<file path="src/rtl/median_window_feeder.sv">
// Raster-to-3x3 window feeder for the MEDIAN stage.
// Accepts an 8-bit raster pixel stream and builds 3x3 neighbourhoods from two
// line buffers and a shift window. Each interior window is sent as a 9-cycle
// serial burst on DSI/DI. The pixel source is stalled until MEDIAN answers
// with DSO, or until the wait timer expires, which sets the sticky ERR flag.
//
// state     | meaning
// ----------+------------------------------------------------------------
// ST_ACCEPT | PIX_READY high, taking pixels; valid window -> ST_SEND
// ST_SEND   | DSI high, DI = w[k], k = 0..8, no pixels taken
// ST_WAIT   | waiting for DSO; wait timer counts down toward abort
module median_window_feeder #(
    parameter int IMG_W    = 64,
    parameter int IMG_H    = 64,
    parameter int WAIT_MAX = 63
) (
    input  logic       CLK,
    input  logic       nRST,
    input  logic       PIX_VALID,
    input  logic [7:0] PIX_IN,
    output logic       PIX_READY,
    output logic       DSI,
    output logic [7:0] DI,
    input  logic       DSO,
    output logic       FRAME_DONE,
    output logic       ERR
);

    localparam int CW = (IMG_W > 1) ? $clog2(IMG_W) : 1;
    localparam int RW = (IMG_H > 1) ? $clog2(IMG_H) : 1;
    // Timer holds WAIT_MAX-1 down to 0, so WAIT lasts exactly WAIT_MAX cycles.
    localparam int TW = (WAIT_MAX > 1) ? $clog2(WAIT_MAX) : 1;

    typedef enum logic [1:0] {
        ST_ACCEPT = 2'd0,
        ST_SEND   = 2'd1,
        ST_WAIT   = 2'd2
    } state_t;

    state_t        state_q, state_d;
    logic [CW-1:0] col_q, col_d;
    logic [RW-1:0] row_q, row_d;
    logic [3:0]    k_q, k_d;
    logic [TW-1:0] timer_q, timer_d;
    logic          pix_ready_q, pix_ready_d;
    logic          dsi_q, dsi_d;
    logic [7:0]    di_q, di_d;
    logic          frame_done_q, frame_done_d;
    logic          err_q, err_d;

    // Window is row-major, oldest line first: index r*3+c.
    logic [7:0]    win_q [9];
    logic [7:0]    win_d [9];
    logic [7:0]    lb0_q [IMG_W];
    logic [7:0]    lb0_d [IMG_W];
    logic [7:0]    lb1_q [IMG_W];
    logic [7:0]    lb1_d [IMG_W];

    logic          accept;
    logic          last_col;
    logic          last_row;
    logic          win_valid;
    logic [3:0]    k_nxt;

    // PIX_READY is only ever high in ST_ACCEPT, so it alone qualifies a transfer.
    assign accept    = PIX_VALID && pix_ready_q;
    assign last_col  = (col_q == CW'(IMG_W - 1));
    assign last_row  = (row_q == RW'(IMG_H - 1));
    assign win_valid = (row_q >= RW'(2)) && (col_q >= CW'(2));
    assign k_nxt     = k_q + 4'd1;

    // Shift window and roll line buffers on every accepted pixel.
    always_comb begin
        win_d = win_q;
        lb0_d = lb0_q;
        lb1_d = lb1_q;
        if (accept) begin
            for (int r = 0; r < 3; r++) begin
                win_d[r*3 + 0] = win_q[r*3 + 1];
                win_d[r*3 + 1] = win_q[r*3 + 2];
            end
            win_d[2]     = lb1_q[col_q];
            win_d[5]     = lb0_q[col_q];
            win_d[8]     = PIX_IN;
            lb1_d[col_q] = lb0_q[col_q];
            lb0_d[col_q] = PIX_IN;
        end
    end

    // Next-state, raster position, burst index, wait timer and registered outputs.
    always_comb begin
        state_d      = state_q;
        col_d        = col_q;
        row_d        = row_q;
        k_d          = k_q;
        timer_d      = timer_q;
        pix_ready_d  = 1'b0;
        dsi_d        = 1'b0;
        di_d         = 8'd0;
        frame_done_d = 1'b0;
        err_d        = err_q;
        case (state_q)
            ST_ACCEPT: begin
                pix_ready_d = 1'b1;
                if (accept) begin
                    col_d        = last_col ? '0 : col_q + 1'b1;
                    if (last_col) begin
                        row_d = last_row ? '0 : row_q + 1'b1;
                    end
                    frame_done_d = last_col && last_row;
                    if (win_valid) begin
                        // First window element goes out on the very next cycle,
                        // taken from the window as it is after this shift.
                        state_d     = ST_SEND;
                        k_d         = 4'd0;
                        dsi_d       = 1'b1;
                        di_d        = win_d[0];
                        pix_ready_d = 1'b0;
                    end
                end
            end
            ST_SEND: begin
                if (k_q == 4'd8) begin
                    state_d = ST_WAIT;
                    timer_d = TW'(WAIT_MAX - 1);
                end else begin
                    k_d   = k_nxt;
                    dsi_d = 1'b1;
                    di_d  = win_q[k_nxt];
                end
            end
            ST_WAIT: begin
                if (DSO) begin
                    state_d     = ST_ACCEPT;
                    pix_ready_d = 1'b1;
                end else if (timer_q == '0) begin
                    err_d       = 1'b1;
                    state_d     = ST_ACCEPT;
                    pix_ready_d = 1'b1;
                end else begin
                    timer_d = timer_q - 1'b1;
                end
            end
            default: begin
                state_d = ST_ACCEPT;
            end
        endcase
    end

    // Control and output registers with synchronous active-low reset.
    always_ff @(posedge CLK) begin
        if (!nRST) begin
            state_q      <= ST_ACCEPT;
            col_q        <= '0;
            row_q        <= '0;
            k_q          <= 4'd0;
            timer_q      <= '0;
            pix_ready_q  <= 1'b0;
            dsi_q        <= 1'b0;
            di_q         <= 8'd0;
            frame_done_q <= 1'b0;
            err_q        <= 1'b0;
        end else begin
            state_q      <= state_d;
            col_q        <= col_d;
            row_q        <= row_d;
            k_q          <= k_d;
            timer_q      <= timer_d;
            pix_ready_q  <= pix_ready_d;
            dsi_q        <= dsi_d;
            di_q         <= di_d;
            frame_done_q <= frame_done_d;
            err_q        <= err_d;
        end
    end

    // Pixel storage is not reset; only interior windows of a fresh frame are emitted.
    always_ff @(posedge CLK) begin
        win_q <= win_d;
        lb0_q <= lb0_d;
        lb1_q <= lb1_d;
    end

    assign PIX_READY  = pix_ready_q;
    assign DSI        = dsi_q;
    assign DI         = di_q;
    assign FRAME_DONE = frame_done_q;
    assign ERR        = err_q;

endmodule
</file>
<file path="config.mk">
export PLATFORM = sky130hd
export DESIGN_NAME = median_window_feeder
export DESIGN_NICKNAME = d
export VERILOG_FILES = /design/src/rtl/median_window_feeder.sv
export SDC_FILE = /design/constraint.sdc
export NUM_CORES = 1
export LEC_CHECK = 0
export BUFFER_PORTS_ARGS = -buffer_cell sky130_fd_sc_hd__buf_2
export CORE_UTILIZATION = 51
export DETAILED_ROUTE_END_ITERATION = 16
export PLACE_DENSITY = 0.66
export SLEW_MARGIN = 25
export SYNTH_ARGS = -nofsm -noshare
export SYNTH_HDL_FRONTEND = slang
export SYNTH_SLANG_ARGS = --single-unit
export TNS_END_PERCENT = 50
</file>
<file path="constraint.sdc">
create_clock -name CLK -period 5.5 [get_ports CLK]
set_input_delay 0.55 -clock CLK [delete_from_list [all_inputs] [get_ports CLK]]
set_output_delay 0.55 -clock CLK [all_outputs]
set_load 0.02 [all_outputs]
</file>
==> results.json <==
{
  "status": "complete, no violations",
  "pwr_density_cell_mw_per_mm2": 367,
  "p_int_uw": 14100,
  "grt_pass1_vias": 24600,
  "p_leak_uw": 0.0157,
  "synth-async-reset-ratio": 0,
  "clk_root_buffer_cell": "clkbuf_16",
  "cts_buffer_depth": 3,
  "dr.first_iter.drc_count": 3708,
  "power_frac_clock": 0.409,
  "hold_viol": 0,
  "cts_hold_buf": 0,
  "ys_seq_elements": 1132,
  "cp_slowest_cell": "dfxtp_4",
  "clkTransAtPathRegs_ns": 0.06,
  "cts.repair.resized": 0,
  "path_cells": "buf_4 > mux2i_1 > o22ai_1 > o21ai_0 > o21ai_0 > or4_2 > buf_12",
  "syn_inst": 2452,
  "gp_congestion": 0.960,
  "crit_type": "reg -> reg",
  "worstMarginPinSlew_ns": 1.11,
  "synth_area_leader_cell": "edfxtp_1",
  "num_rows": 107,
  "synth_edf_count": 1088,
  "drc": 0,
  "area_delta_synth_final_pct": 12.7,
  "grt_pass1_wl_mm": 179,
  "end_kind": "register",
  "place_ws_ns": 1.12,
  "finalCritPeriodShare": 0.836,
  "routed_wl_mm": 126,
  "tns_ns": 0,
  "dp_hpwl_mm": 75.2,
  "max_freq_mhz": 218,
  "mostFrequentLayoutCells": "1,088 x edfxtp_1, 161 x mux2i_1, 145 x buf_4",
  "critPathRequiredTime_ns": 5.89,
  "ir_drop_v": 0.000281,
  "fillCellCount": 6331,
  "chipWidth_um": 296,
  "rsz0062_at_grt": "no",
  "dieArea_mm2": 0.0876,
  "relSlewSlack": 0.261,
  "cap_viol_max_count": 0,
  "post_cts_buffers": 0,
  "clk_latency_ns": 0.71,
  "die_h_um": 296,
  "p_seq_frac": 0.530,
  "viasPerCell": 6.61,
  "switching_share": 0.225,
  "switching_power_uw": 4090,
  "cts_tree": "built",
  "period_minus_slack_ns": 4.60,
  "drive_above_1_share": 0.205,
  "yosysTopAreaCellShare": 0.741,
  "drv_slew": 0,
  "synthesis.nets": 2471,
  "antenna_found_initial": 9,
  "whs_ns": 0.145,
  "ctsHtreeMaxLevel": 3,
  "final_nets": 2608,
  "crit_fanout": 55,
  "grt.overflow.total": 0,
  "synth.area.top_cells": "edfxtp_1 74%, mux4_2 4.5%, mux2i_1 3.7%",
  "p_total_uw": 18200,
  "comb_power_share": 0.060,
  "core-area_mm2": 0.0854,
  "synth_flop_cell": "edfxtp_1",
  "ant_nets": 0,
  "setup_slack_ns": 0.904,
  "io_pins": 24,
  "yosys_warnings": 0,
  "worst_path_most_repeated_cell": "o21ai_0",
  "grt_max_degree": 75,
  "initial_core_util": 0.516,
  "ys_seq_area_frac": 0.761,
  "synth_cell_type_count": 70,
  "cts.sinks": 1132,
  "drt_first_pass_iters": 6,
  "arrival_ns": 4.99,
  "track_usage": 0.292,
  "crit_path_start_kind": "register",
  "cpPeakStageDelay_ns": 1.01,
  "portBuffers": 23,
  "hold_path.class": "in -> reg",
  "num_vias": 25300,
  "post_drt_wl_per_cell_um": 33.0,
  "synth.avg_cell_area_um2": 18.0,
  "cts_made_buffers": 113,
  "layout_commonest_cell": "edfxtp_1",
  "setup_viol": 0,
  "mappedNetlistArea_mm2": 0.0441,
  "fin_worst_skew_ns": 0.0586
}
stage by stage:
| stage | utilization | instance area, um2 | std cells |
|---|---|---|---|
| floorplan | - | 44100 | 2452 |
| global placement | 0.539 | 46000 | 3617 |
| detailed placement | 0.540 | 46100 | 3618 |
| CTS | 0.581 | 49700 | 3822 |
| global route | 0.582 | 49700 | 3822 |
| finish | 0.582 | 49700 | 3824 |
path summary, 6_finish.rpt:
check             slack, ns                   from  cells after the start                   end
hold reg to reg        0.44    win_q[11]$_DFFE_PP_                      0   win_q[19]$_DFFE_PP_
setup / recovery       0.90  col_q[1]$_SDFFE_PN0P_                      7  lb1_q[280]$_DFFE_PP_
hold / removal         0.14                   nRST                      2      ERR$_SDFFE_PN0P_
setup reg to reg       0.90  col_q[1]$_SDFFE_PN0P_                      7  lb1_q[280]$_DFFE_PP_
power by group through the flow:
stage,combinational (uW),sequential (uW),clock [uW]
2_1_floorplan,564,9830,0
3_3_place_gp,1050,9840,0
3_5_place_dp,1080,9850,0
4_1_cts,1080,9660,7520
5_1_grt,1130,9660,7830
6_report,1100,9660,7460
worst max-delay path: cells and delay by family, from the launching register on:
kind            cells  cell delay [ns]
buf+inv             2             0.81
compound gates      3             1.11
simple gates        1             0.98
flops               1             1.01
mux                 1             0.25
layer usage:
layer,GRT usage,vias up,part of all wire
met3,0.0670,308,0.12
met5,0,-,0.00021
met1,0.410,13000,0.38
li1,-,10300,-
met2,0.436,1679,0.45
met4,0.131,4,0.050
cells by family (layout without fill, tap and decap cells):
group | Yosys count | count (layout) | synth area share
compound gates | 482 | 482 | 0.0770
mux | 329 | 329 | 0.102
other cells | 0 | 2 | 0
fa+ha+maj | 7 | 7 | 0.00199
buf+inv | 165 | 391 | 0.0213
xor+xnor | 15 | 15 | 0.00298
flops | 1132 | 1132 | 0.761
simple gates | 322 | 322 | 0.0338
flip-flops by register name (all words and copies together), names as in the netlist, 2 cells and up:
name,count
lb1_q,512
state_q,2
k_q,4
row_q,6
win_q,72
DI,8
lb0_q,512
col_q,6
timer_q,6
cells in the mapped netlist, drive strengths merged, types with 17 or more instances:
cell    number
nor2       145
clkbuf      45
dfxtp       44
nand2       73
mux4        88
o22ai       68
mux2        80
o21ai       76
a221o       19
a21oi       75
nand3       21
buf        110
edfxtp    1088
a22oi       59
nor3        17
a221oi      91
mux2i      161
final cells by class:
class | instances | area [um2] | share of cell area
inverters | 10 | 37.5 | 0.000756
repair buffers | 177 | 1390 | 0.0280
well taps | 1144 | 1430 | 0.0288
multi-input cells | 1155 | 9660 | 0.195
clock inverters | 65 | 614 | 0.0124
clock buffers | 139 | 2970 | 0.0597
diodes | 2 | 5.00 | 0.000101
flip-flops and latches | 1132 | 33600 | 0.676
Power figures use the tool's default switching activity.
